--- src/rtl/quad_encoder_counter.sv ---
// Quadrature A/B/Z decoder: synchronise, debounce, 4x decode, wrap-around up/down count.
// Optional index clear is built only when QENC_INDEX_EN is defined.
module quad_encoder_counter #(
  parameter int WIDTH       = 18,
  parameter int SYNC_STAGES = 2,
  parameter int FILT_LEN    = 3
) (
  input  logic             Clk,
  input  logic             Rst,
  input  logic             A,
  input  logic             B,
  input  logic             Z,
  input  logic             Clr,
  input  logic             ErrClr,
  output logic [WIDTH-1:0] Enc,
  output logic             Dir,
  output logic             Step,
  output logic             Err,
  output logic             IdxSeen
);

`ifdef QENC_INDEX_EN
  localparam int NPIN = 3;
`else
  localparam int NPIN = 2;
`endif

  localparam int FCW = $clog2(FILT_LEN + 1);
  localparam int ICW = $clog2(FILT_LEN + SYNC_STAGES + 1);
  localparam logic [FCW-1:0] FILT_LAST = FCW'(FILT_LEN - 1);
  localparam logic [ICW-1:0] INIT_LAST = ICW'(FILT_LEN + SYNC_STAGES);

  typedef enum logic {ST_INIT, ST_TRACK} state_t;

  logic [NPIN-1:0] raw_pins;
  logic [NPIN-1:0] filt;

`ifdef QENC_INDEX_EN
  assign raw_pins = {Z, B, A};
`else
  assign raw_pins = {B, A};
  logic z_unused;
  assign z_unused = Z;
`endif

  // Per pin: synchroniser chain, then a change is accepted only after FILT_LEN stable clocks.
  for (genvar p = 0; p < NPIN; p++) begin : g_pin
    logic [SYNC_STAGES-1:0] sync_q;
    logic [FCW-1:0]         cnt_q;
    logic                   filt_q;

    // NOTE: sequential state uses non-blocking (<=) so every flop samples pre-edge values.
    always_ff @(posedge Clk or posedge Rst) begin
      if (Rst) begin
        sync_q <= '0;
        cnt_q  <= '0;
        filt_q <= 1'b0;
      end else begin
        sync_q <= {sync_q[SYNC_STAGES-2:0], raw_pins[p]};
        if (sync_q[SYNC_STAGES-1] == filt_q) begin
          cnt_q <= '0;
        end else if (cnt_q == FILT_LAST) begin
          filt_q <= sync_q[SYNC_STAGES-1];
          cnt_q  <= '0;
        end else begin
          cnt_q <= cnt_q + FCW'(1);
        end
      end
    end

    assign filt[p] = filt_q;
  end

  logic [1:0] cur_ab;
  assign cur_ab = {filt[0], filt[1]};

  state_t           state_q, state_d;
  logic [ICW-1:0]   init_cnt_q, init_cnt_d;
  logic [1:0]       prev_ab_q, prev_ab_d;
  logic [WIDTH-1:0] enc_d;
  logic             dir_d, step_d, err_d, idx_seen_d;
  logic             step_up, step_dn, illegal;
  logic             index_hit;

`ifdef QENC_INDEX_EN
  logic z_prev_q;
  always_ff @(posedge Clk or posedge Rst) begin
    if (Rst) z_prev_q <= 1'b0;
    else     z_prev_q <= filt[2];
  end
  // Index only counts while both channels sit high, so it lands on one fixed quadrature state.
  assign index_hit = (state_q == ST_TRACK) && filt[2] && !z_prev_q && filt[0] && filt[1];
`else
  assign index_hit = 1'b0;
`endif

  // NOTE: every variable gets a default before the case so no latch is inferred.
  always_comb begin
    state_d    = state_q;
    init_cnt_d = init_cnt_q;
    prev_ab_d  = prev_ab_q;
    enc_d      = Enc;
    dir_d      = Dir;
    step_d     = 1'b0;
    err_d      = Err;
    idx_seen_d = IdxSeen;
    step_up    = 1'b0;
    step_dn    = 1'b0;
    illegal    = 1'b0;

    case (state_q)
      ST_INIT: begin
        if (init_cnt_q == INIT_LAST) begin
          prev_ab_d = cur_ab;
          state_d   = ST_TRACK;
        end else begin
          init_cnt_d = init_cnt_q + ICW'(1);
        end
      end
      ST_TRACK: begin
        prev_ab_d = cur_ab;
        case ({prev_ab_q, cur_ab})
          4'b00_10, 4'b10_11, 4'b11_01, 4'b01_00: step_up = 1'b1;
          4'b00_01, 4'b01_11, 4'b11_10, 4'b10_00: step_dn = 1'b1;
          4'b00_11, 4'b11_00, 4'b01_10, 4'b10_01: illegal = 1'b1;
          default: ;
        endcase
      end
      default: state_d = ST_INIT;
    endcase

    if (illegal)     err_d = 1'b1;
    else if (ErrClr) err_d = 1'b0;

    if (Clr) begin
      enc_d = '0;
    end else if (index_hit) begin
      enc_d      = '0;
      idx_seen_d = 1'b1;
    end else if (step_up) begin
      enc_d  = Enc + WIDTH'(1);
      dir_d  = 1'b1;
      step_d = 1'b1;
    end else if (step_dn) begin
      enc_d  = Enc - WIDTH'(1);
      dir_d  = 1'b0;
      step_d = 1'b1;
    end
  end

  always_ff @(posedge Clk or posedge Rst) begin
    if (Rst) begin
      state_q    <= ST_INIT;
      init_cnt_q <= '0;
      prev_ab_q  <= 2'b00;
      Enc        <= '0;
      Dir        <= 1'b0;
      Step       <= 1'b0;
      Err        <= 1'b0;
      IdxSeen    <= 1'b0;
    end else begin
      state_q    <= state_d;
      init_cnt_q <= init_cnt_d;
      prev_ab_q  <= prev_ab_d;
      Enc        <= enc_d;
      Dir        <= dir_d;
      Step       <= step_d;
      Err        <= err_d;
      IdxSeen    <= idx_seen_d;
    end
  end

endmodule
--- config.mk ---
export PLATFORM = sky130hd
export DESIGN_NAME = quad_encoder_counter
export DESIGN_NICKNAME = d
export VERILOG_FILES = /design/src/rtl/quad_encoder_counter.sv
export SDC_FILE = /design/constraint.sdc
export NUM_CORES = 1
export LEC_CHECK = 0
export ABC_AREA = 1
export CAP_MARGIN = 20
export CORE_AREA = 3 3 70 72
export CTS_CLUSTER_SIZE = 12
export DETAILED_ROUTE_END_ITERATION = 6
export DIE_AREA = 0 0 73 75
export PLACE_DENSITY = 0.86
export SYNTH_ARGS = -nofsm -noshare
export SYNTH_HDL_FRONTEND = slang
export SYNTH_SLANG_ARGS = --single-unit
--- constraint.sdc ---
create_clock -name Clk -period 2.9 [get_ports Clk]
set_clock_uncertainty 0.2 [all_clocks]
set_input_delay 0.58 -clock Clk [delete_from_list [all_inputs] [get_ports Clk]]
set_output_delay 0.58 -clock Clk [all_outputs]
set_load 0.02 [all_outputs]
==> metrics.cfg <==
[outcome]
status=complete, no violations

[cts]
cts_max_level=2
clk_latency_ns=0.30
hold_buffers=0
tritoncts=built
cts_buffers=5
numClockSinks=37
clk_pin_slew_ns=0.08
root_buffer=clkbuf_8
post_cts_buffers=0
clockBufferDepth=2
ctsResizeCount=0

[route]
totalWireLength_um=4720
post-route-drc-count=0
drt_iter0_drc=110
viasPerCell=5.17
dr.pass1.iters=4
drtAntennaViolNets=0
wire_per_inst_um=11.7
num_vias=2080

[logic_synthesis]
synthAdderAreaFrac_pct=10.3
synth_top_family_by_area=simple AND/OR/NAND/NOR gates
synth_compound_area_share_pct=10.2
muxShareOfSynthArea_pct=0
postSynthAreaPerCell_sq_um=7.48
synthSimpleGateAreaFrac_pct=28.9
ys_warn_count=0
synth_cell_types=29
synth-async-reset-ratio_pct=100
ys.flop_type=dfrtp_1
netlist_area_sq_um=2380
synth-xor-area-share_pct=4.36
syn_nets=344
synth_edf_count=0
netlist_instances=318
ys_ff_latch=37
ys_seq_area_share_pct=38.9

[worst_setup_path]
rr_endpoint=Enc[17]
critPathMaxStageDelay_ns=0.47
crit_buf_inv=2
critPathKind=flip-flop to flip-flop
arrival_ns=2.59
crit_family=simple AND/OR/NAND/NOR gates
cp.required_ns=2.89
r2r_slack_ns=0.29
worst_setup_path_end_kind=flip-flop
r2r_start=g_pin[1].filt_q
start_kind=flip-flop
r2r_cells=12
critical_path.max_fanout=21
cp_slowest_cell=dfrtp_1
worstPathCellList=xnor2_1 -> nand3_2 -> buf_4 -> ha_1 -> nand2_1 -> inv_1 -> a21oi_1 -> nand3_1 -> nand2_1 -> nand3_1 -> nand3_1 -> nand2_1

[placement]
numPortBuffers=26
hpwl_um=3570
gp_congestion=0.886

[global_route]
grt_use_total_pct=19.7
grt_pass1_wl_um=8450
grt_pass1_vias=1978
grt.overflow.total=0
grt_start_max_net_pins=38
grt_antenna_before_repair=0

[floorplanning]
start_util_pct=54.7
dieArea_sq_um=5480
dieHeight_um=75
top_level_ports=29
dieWidth_um=73
core_sq_um=4350
num_rows=24

[run]
max-cap-violations=0

[timing]
hold_viol=0
fin_tns_setup_ns=0
max_freq_ghz=0.384
slew_violations=0
fin_crit_ns=2.61
period_share_pct=89.8
whs_ns=0.150
setup_viol=0
rsz0062_at_grt=no

[layout]
final_cell_mix=105 x nand2_1, 37 x dfrtp_1, 34 x inv_1, 28 x nor2_1, 26 x clkdlybuf4s50_1
diodes=0
n_fill_cell=383
drive_gt1_share_pct=4.86
syn_to_final_growth_pct=16.9
final_common_cell=nand2_1
nets=375

[worst_hold_path]
min_from=g_pin[0].sync_q[0]
hold_path_class=flip-flop to flip-flop
holdPathEnd=g_pin[0].sync_q[1]
whs_path_depth=0

[synth_stat cells (2+ instances only)]
cell type | n | area, sq um
nand2_1 | 105 | 394
nor3_1 | 6 | 30.0
nand3b_1 | 4 | 30.0
ha_1 | 18 | 225
nand3_1 | 20 | 100
o21ai_1 | 5 | 25.0
buf_4 | 2 | 15.0
buf_2 | 2 | 10.0
a21oi_1 | 18 | 90.1
dfrtp_1 | 37 | 926
xnor2_1 | 8 | 70.1
inv_1 | 34 | 128
o21ai_0 | 14 | 70.1
a21o_1 | 2 | 15.0
nor2_1 | 28 | 105
xor2_1 | 2 | 17.5
[per-stage QoR]
| stage | instances | cell area [sq um] | util (%) | setup WS (ns) |
|---|---|---|---|---|
| floorplan | 318 | 2380 | - | 0.361 |
| global placement | 394 | 2700 | 61.9 | 0.384 |
| detailed placement | 394 | 2700 | 61.9 | 0.299 |
| CTS | 402 | 2780 | 63.9 | 0.287 |
| global route | 402 | 2780 | 63.9 | 0.0291 |
| finish | 402 | 2780 | 63.9 | 0.295 |
[per-layer routing]
layer / track usage, % / wire length [um]
met3: 4.01 / 192
met4: 7.17 / 80
met2: 33.7 / 2250
met5: 0 / 0
met1: 24.7 / 2190
[registers in the layout, indices dropped and copies added, names as in the netlist]
| register | cells |
|---|---|
| g_pin.cnt_q | 4 |
| Dir | 1 |
| Step | 1 |
| Err | 1 |
| prev_ab_q | 2 |
| state_q | 1 |
| g_pin.sync_q | 4 |
| init_cnt_q | 3 |
| Enc | 18 |
| g_pin.filt_q | 2 |
[area by class of cell]
cell class / instances / area, sq um / area share (%)
multi-input combinational: 240 / 1280 / 46.1
sequential: 37 / 926 / 33.3
timing repair buffer: 30 / 290 / 10.4
inverter: 35 / 131 / 4.72
clock buffer: 6 / 72.6 / 2.61
tap: 52 / 65.1 / 2.34
clock inverter: 2 / 15.0 / 0.540
[worst max-delay path by stage]
stage	depth (start not counted)	from	to	slack, ns
6_report	12	g_pin[1].filt_q	Enc[17]	0.29
5_1_grt	13	g_pin[1].filt_q	Enc[10]	0.03
4_1_cts	12	g_pin[1].filt_q	Enc[17]	0.29
3_5_place_dp	12	g_pin[1].filt_q	Enc[17]	0.30
3_3_place_gp	13	g_pin[1].filt_q	Enc[17]	0.38
2_1_floorplan	13	g_pin[1].filt_q	Enc[17]	0.36
[logic make-up after synthesis]
family | count (synthesis)
flops | 37
fa+ha+maj | 19
compound gates | 43
xor+xnor | 11
other cells | 1
buf+inv | 41
simple gates | 166
Power is left out: the tool's default activity adds up to more than one toggle a clock period on the data nets, which glitch-free logic cannot reach.
